File: config.mk
export PLATFORM = sky130hd
export DESIGN_NAME = sm_run_ctrl
export DESIGN_NICKNAME = d
export VERILOG_FILES = /design/src/rtl/sm_run_ctrl.sv
export SDC_FILE = /design/constraint.sdc
export NUM_CORES = 1
export LEC_CHECK = 0
export BUFFER_PORTS_ARGS = -buffer_cell sky130_fd_sc_hd__clkbuf_2
export CORE_ASPECT_RATIO = 0.75
export CORE_MARGIN = 2
export CORE_UTILIZATION = 51
export CTS_CLUSTER_DIAMETER = 30
export DETAILED_ROUTE_END_ITERATION = 7
export GPL_TIMING_DRIVEN = 0
export PLACE_DENSITY = 0.8
export SYNTH_ARGS = -nofsm -noshare
export SYNTH_HDL_FRONTEND = slang
export SYNTH_SLANG_ARGS = --single-unit
File: constraint.sdc
create_clock -name clkIn -period 3 [get_ports clkIn]
set_input_delay 0.3 -clock clkIn [delete_from_list [all_inputs] [get_ports clkIn]]
set_output_delay 0.3 -clock clkIn [all_outputs]
set_load 0.02 [all_outputs]
File: src/rtl/sm_run_ctrl.sv
// rtl/sm_run_ctrl.sv - CPU run/step/halt controller with prescaled clock-enable and optional breakpoint
//
// Generates a one-cycle clock-enable (cpuTick) for a CPU core from a
// power-of-two prescaler. The core can be free-running (RUN), advanced by a
// single tick (STEP), halted (HALT) or stopped at a breakpoint (BRK).
//
// Optional feature: define SM_RUN_CTRL_BREAKPOINT_EN to compile in the
// pc/bpAddr breakpoint compare. Without it pc, bpAddr and bpEnable are ignored
// and BRK is never entered.
//
// Ports:
//   clkIn      in   1  clock, all state changes on its rising edge
//   rst_n      in   1  asynchronous active-low reset
//   devide     in   4  period exponent offset, tick period = 2^(SHIFT+devide)
//   runReq     in   1  run request (rising edge, pre-synchronized)
//   stepReq    in   1  single-step request (rising edge, pre-synchronized)
//   haltReq    in   1  halt request (level, highest priority)
//   pc         in  32  current CPU instruction address
//   bpAddr     in  32  breakpoint address
//   bpEnable   in   1  breakpoint enable
//   cpuTick    out  1  registered one-cycle CPU clock-enable pulse
//   state      out  2  HALT=00 RUN=01 STEP=10 BRK=11
//   halted     out  1  high in HALT or BRK
//   tickCount  out 32  number of cpuTick pulses issued (wraps)
module sm_run_ctrl #(
  parameter int SHIFT = 16
) (
  input  logic        clkIn,
  input  logic        rst_n,
  input  logic [3:0]  devide,
  input  logic        runReq,
  input  logic        stepReq,
  input  logic        haltReq,
  input  logic [31:0] pc,
  input  logic [31:0] bpAddr,
  input  logic        bpEnable,
  output logic        cpuTick,
  output logic [1:0]  state,
  output logic        halted,
  output logic [31:0] tickCount
);

  typedef enum logic [1:0] {
    ST_HALT = 2'b00,
    ST_RUN  = 2'b01,
    ST_STEP = 2'b10,
    ST_BRK  = 2'b11
  } state_t;

  localparam int CW = SHIFT + 16;

  state_t          state_q, state_nxt;
  logic [CW-1:0]   cnt_q, cnt_nxt;
  logic [CW-1:0]   tick_mask;
  logic [31:0]     sh;
  logic            run_q, step_q;
  logic            armed_q;
  logic            exempt_q, exempt_nxt;
  logic            tick_nxt;
  logic            pre_tick;
  logic            bp_hit;
  logic            run_edge, step_edge;

  // armed_q keeps the first clock after reset as a pure sampling cycle, so a
  // request that is already high when reset releases is not seen as an edge.
  assign run_edge  = armed_q && runReq  && !run_q;
  assign step_edge = armed_q && stepReq && !step_q;

  // Tick when the low SHIFT+devide counter bits are all ones; devide is used
  // live, so a change simply moves the compare window without a restart.
  assign sh        = SHIFT + 32'(devide);
  assign tick_mask = ~({CW{1'b1}} << sh);
  assign pre_tick  = (cnt_q & tick_mask) == tick_mask;

`ifdef SM_RUN_CTRL_BREAKPOINT_EN
  // exempt_q lets the first tick after leaving BRK through, so execution
  // can resume past the instruction that triggered the breakpoint.
  assign bp_hit = bpEnable && (pc == bpAddr) && !exempt_q;
`else
  logic bp_unused;
  assign bp_unused = ^{pc, bpAddr, bpEnable};
  assign bp_hit    = 1'b0;
`endif

  always_ff @(posedge clkIn or negedge rst_n) begin
    if (!rst_n) begin
      state_q   <= ST_HALT;
      cnt_q     <= '0;
      run_q     <= 1'b0;
      step_q    <= 1'b0;
      armed_q   <= 1'b0;
      exempt_q  <= 1'b0;
      cpuTick   <= 1'b0;
      tickCount <= '0;
    end else begin
      state_q  <= state_nxt;
      cnt_q    <= cnt_nxt;
      run_q    <= runReq;
      step_q   <= stepReq;
      armed_q  <= 1'b1;
      exempt_q <= exempt_nxt;
      cpuTick  <= tick_nxt;
      if (tick_nxt) begin
        tickCount <= tickCount + 32'd1;
      end
    end
  end

  always_comb begin
    state_nxt  = state_q;
    cnt_nxt    = cnt_q;
    exempt_nxt = exempt_q;
    tick_nxt   = 1'b0;

    if (state_q == ST_RUN || state_q == ST_STEP) begin
      cnt_nxt = cnt_q + CW'(1);
    end

    if (haltReq) begin
      state_nxt  = ST_HALT;
      exempt_nxt = 1'b0;
    end else begin
      case (state_q)
        ST_HALT, ST_BRK: begin
          // Run wins when both edges land in the same cycle.
          if (run_edge) begin
            state_nxt  = ST_RUN;
            cnt_nxt    = '0;
            exempt_nxt = (state_q == ST_BRK);
          end else if (step_edge) begin
            state_nxt  = ST_STEP;
            cnt_nxt    = '0;
            exempt_nxt = (state_q == ST_BRK);
          end
        end
        ST_RUN: begin
          if (pre_tick) begin
            exempt_nxt = 1'b0;
            if (bp_hit) begin
              state_nxt = ST_BRK;
            end else begin
              tick_nxt = 1'b1;
            end
          end
        end
        ST_STEP: begin
          // Leave STEP on the same edge that raises the single cpuTick.
          if (pre_tick) begin
            tick_nxt   = 1'b1;
            exempt_nxt = 1'b0;
            state_nxt  = ST_HALT;
          end
        end
        default: state_nxt = ST_HALT;
      endcase
    end
  end

  assign state  = state_q;
  assign halted = (state_q == ST_HALT) || (state_q == ST_BRK);

endmodule

==> run metrics <==
RR Startpoint=state[0]$_DFFE_PN0P_; Critical Path AT=2.92 ns; wire per inst=about 15 um; synth warn=0; setup TNS=0 ns; FF-to-FF setup slack=approximately 0.30 ns; CP startpoint kind=flip-flop; Primary FF master, synth=dfrtp_1; worst slew pin tran=~0.74 ns; # diodes=0; Max FO, Critical Path=8; layout cells sized above 1=about a fifth; post-synthesis async set-or-reset flop share=between 90% and 100%; Max-slew headroom=49.9%; VDD IR max=around 0.34 mV; CTS buffer count=9; worst hold margin=roughly 0.070 ns; initial antenna violation count=0; Post-CTS Setup Repair Bufs=0; Resize count post-CTS=0; Distinct cells, synth=between 40 and 50; CTS Root Cell=clkbuf_8; endpoint type of the worst setup path=flip-flop; PortBufs=42; H-tree Lvls=3; core area=roughly 0.0067 mm2; CTS max path bufs=2; final wirelength=roughly 7400 um; RSZ-0062 raised after global routing=false; post-place setup slack=0.288 ns; P per Cell Area=between 500 and 600 mW/mm2; largest net degree at the start of global routing=48; Yosys reg bits=between 60 and 70; Hold Path Sink=run_q$_DFF_PN0_; MaxCap Viol Count=0; area added between synthesis and finish=16.1%; Post-synth EDFFs=0; Fillers=between 500 and 600; Crit Reg-Reg Endpoint=cnt_q[30]$_DFF_PN0_; Max Clk Rate=around 370 MHz; effective utilization at floorplan=52.2%; final hold violation count=0; CTS tree=yes; DRT iter0 DRCs=140; Die Height=75.9 um; first-pass GRT wire length=between 10000 and 15000 um; Final ANT Viol Nets=0; DRT Pass-1 Iters=5; worst hold path class=in2reg; GRT Util Overall=a little over a fifth; Crit Path Class=reg2reg; fin worst setup slack=0.299 ns; crit share post-route=about nine tenths; worst skew pair latency=about 0.35 ns; hold-critical path depth=1; post-synth net total=around 420; GP Congestion=~0.86; crit path from=state[0]$_DFFE_PN0P_; vias in the first global route=2663; via count=roughly 2700; Sink Count=69; Avg Vias per Cell=between 5 and 6; syn avg cell area=about 10 um2; Die X=between 90 and 100 um; DPL Wire Length=roughly 5300 um; Worst Skew=around 0.009 ns; Crit path required time=around 3.2 ns; I/O pin count=110; Syn Inst Count=~350; R2R depth=9; gr ovfl total=0; Post-Syn Area=0.00352 mm2; outcome=completed; Setup-failing EPs final=0; DIE AREA=approximately 0.0076 mm2; static leakage=2.00 nW; Clock transition at path regs=roughly 0.070 ns; Slew Viols, Final=0; DRC=0; num rows=26; final net count=around 480; CTS Hold Bufs=1; HP Start=runReq; post-layout min period=approximately 2.7 ns; Seq/Total Area, Yosys=between 40% and 50%
[cell families after synthesis]
group                    share of synthesized area (%)
AO/OA/AOI/OAI                                     4.27
XOR/XNOR                                          14.7
adder cells (fa/ha/maj)                           1.42
buffers and inverters                             2.45
flip-flops                                        49.1
multiplexers                                      1.17
other                                            0.107
AND/OR/NAND/NOR                                   26.8
[report_power, final]
group	total (W)	internal, W	leakage, nW	switching (W)
Combinational	0.000229	0.0000909	0.952	0.000138
Sequential	0.00103	0.000976	0.939	0.0000537
Clock	0.000795	0.000451	0.106	0.000344
Total	0.00205	0.00152	2.00	0.000536
[state kept, by name, indices dropped and copies added (netlist names)]
name       flops
cnt_q         31
run_q          1
cpuTick        1
armed_q        1
tickCount     32
state          2
step_q         1
[stage by stage]
step	instance area, um2	total power, W	std cells	util, %
floorplan	3520	0.00119	346	-
global placement	3830	0.00125	472	56.9
detailed placement	3860	0.00128	473	57.4
CTS	4080	0.00207	490	60.6
global route	4080	0.00215	490	60.6
finish	4080	0.00205	490	60.6
[layout make-up]
type / count / area, um2 / area share, %
plain buffers: 11 / 71.3 / 1.75
clock buffers: 13 / 169 / 4.14
clock inverters: 3 / 42.5 / 1.04
inverters: 4 / 15.0 / 0.368
multi-input cells: 262 / 1700 / 41.7
flip-flops and latches: 69 / 1730 / 42.3
well taps: 84 / 105 / 2.57
repair buffers: 44 / 250 / 6.13
[cell usage in the layout (no fill, tap or decap), types with 5 or more instances in the layout]
cell	synthesis	final
nor2b_1	5	5
nor4_1	9	9
nand3_1	25	25
nor2_1	42	42
clkbuf_8	0	12
nand2_1	28	28
nor4_2	8	8
xor2_1	46	46
and3_1	11	11
xnor2_1	13	13
nor3_1	13	13
clkbuf_2	0	41
nand4_1	8	8
a21oi_1	7	7
clkbuf_1	5	6
dfrtp_1	69	69
[Yosys cell counts, types with 2 or more instances]
| cell | instances | area share [%] |
|---|---|---|
| or3_1 | 3 | 0.53 |
| and3_1 | 11 | 2.0 |
| xor2_1 | 46 | 11 |
| nor2_1 | 42 | 4.5 |
| and4_1 | 3 | 0.75 |
| dfrtp_1 | 69 | 49 |
| nand3_1 | 25 | 3.6 |
| and2_1 | 2 | 0.36 |
| xnor2_1 | 13 | 3.2 |
| nor4_2 | 8 | 2.8 |
| o21ai_1 | 2 | 0.28 |
| o21ai_0 | 4 | 0.57 |
| nor4_1 | 9 | 1.6 |
| nor4b_1 | 3 | 0.75 |
| nor2b_1 | 5 | 0.89 |
| nand2_1 | 28 | 3.0 |
| buf_1 | 2 | 0.21 |
| buf_6 | 4 | 1.3 |
| inv_1 | 4 | 0.43 |
| ha_1 | 4 | 1.4 |
| and4_4 | 2 | 0.64 |
| nor3_1 | 13 | 1.8 |
| nand2b_1 | 3 | 0.53 |
| mux2i_1 | 3 | 0.85 |
| clkbuf_1 | 5 | 0.53 |
| a21oi_1 | 7 | 1.0 |
| nor3b_1 | 2 | 0.43 |
| nand4_1 | 8 | 1.4 |
| a31oi_1 | 2 | 0.36 |
[worst max-delay path, stage by stage (launching register included)]
cell      delay, ns
dfrtp_1        0.42
inv_1          0.06
ha_1           0.30
clkbuf_1       0.20
nor2b_1        0.21
nand3_1        0.23
nor4b_1        0.72
nand4_1        0.19
xor2_1         0.17
nor2_1         0.06
[worst max path at each step]
stage                     endpoint  slack [ns]  cells past startpoint
2_1_floorplan  cnt_q[30]$_DFF_PN0_        0.43                      9
6_report       cnt_q[30]$_DFF_PN0_        0.30                      9
4_1_cts        cnt_q[30]$_DFF_PN0_        0.26                      9
5_1_grt        cnt_q[30]$_DFF_PN0_       0.009                      9
3_5_place_dp   cnt_q[30]$_DFF_PN0_        0.29                      9
3_3_place_gp   cnt_q[30]$_DFF_PN0_        0.34                      9
[layer usage]
layer	GRT usage (%)	up-vias	part of all wire [%]
li1	-	1315	-
met3	6.09	8	5.1
met1	30.6	1310	48
met5	0	-	0
met2	32.8	79	46
met4	5.48	0	1.0
Power figures use the tool's default switching activity.
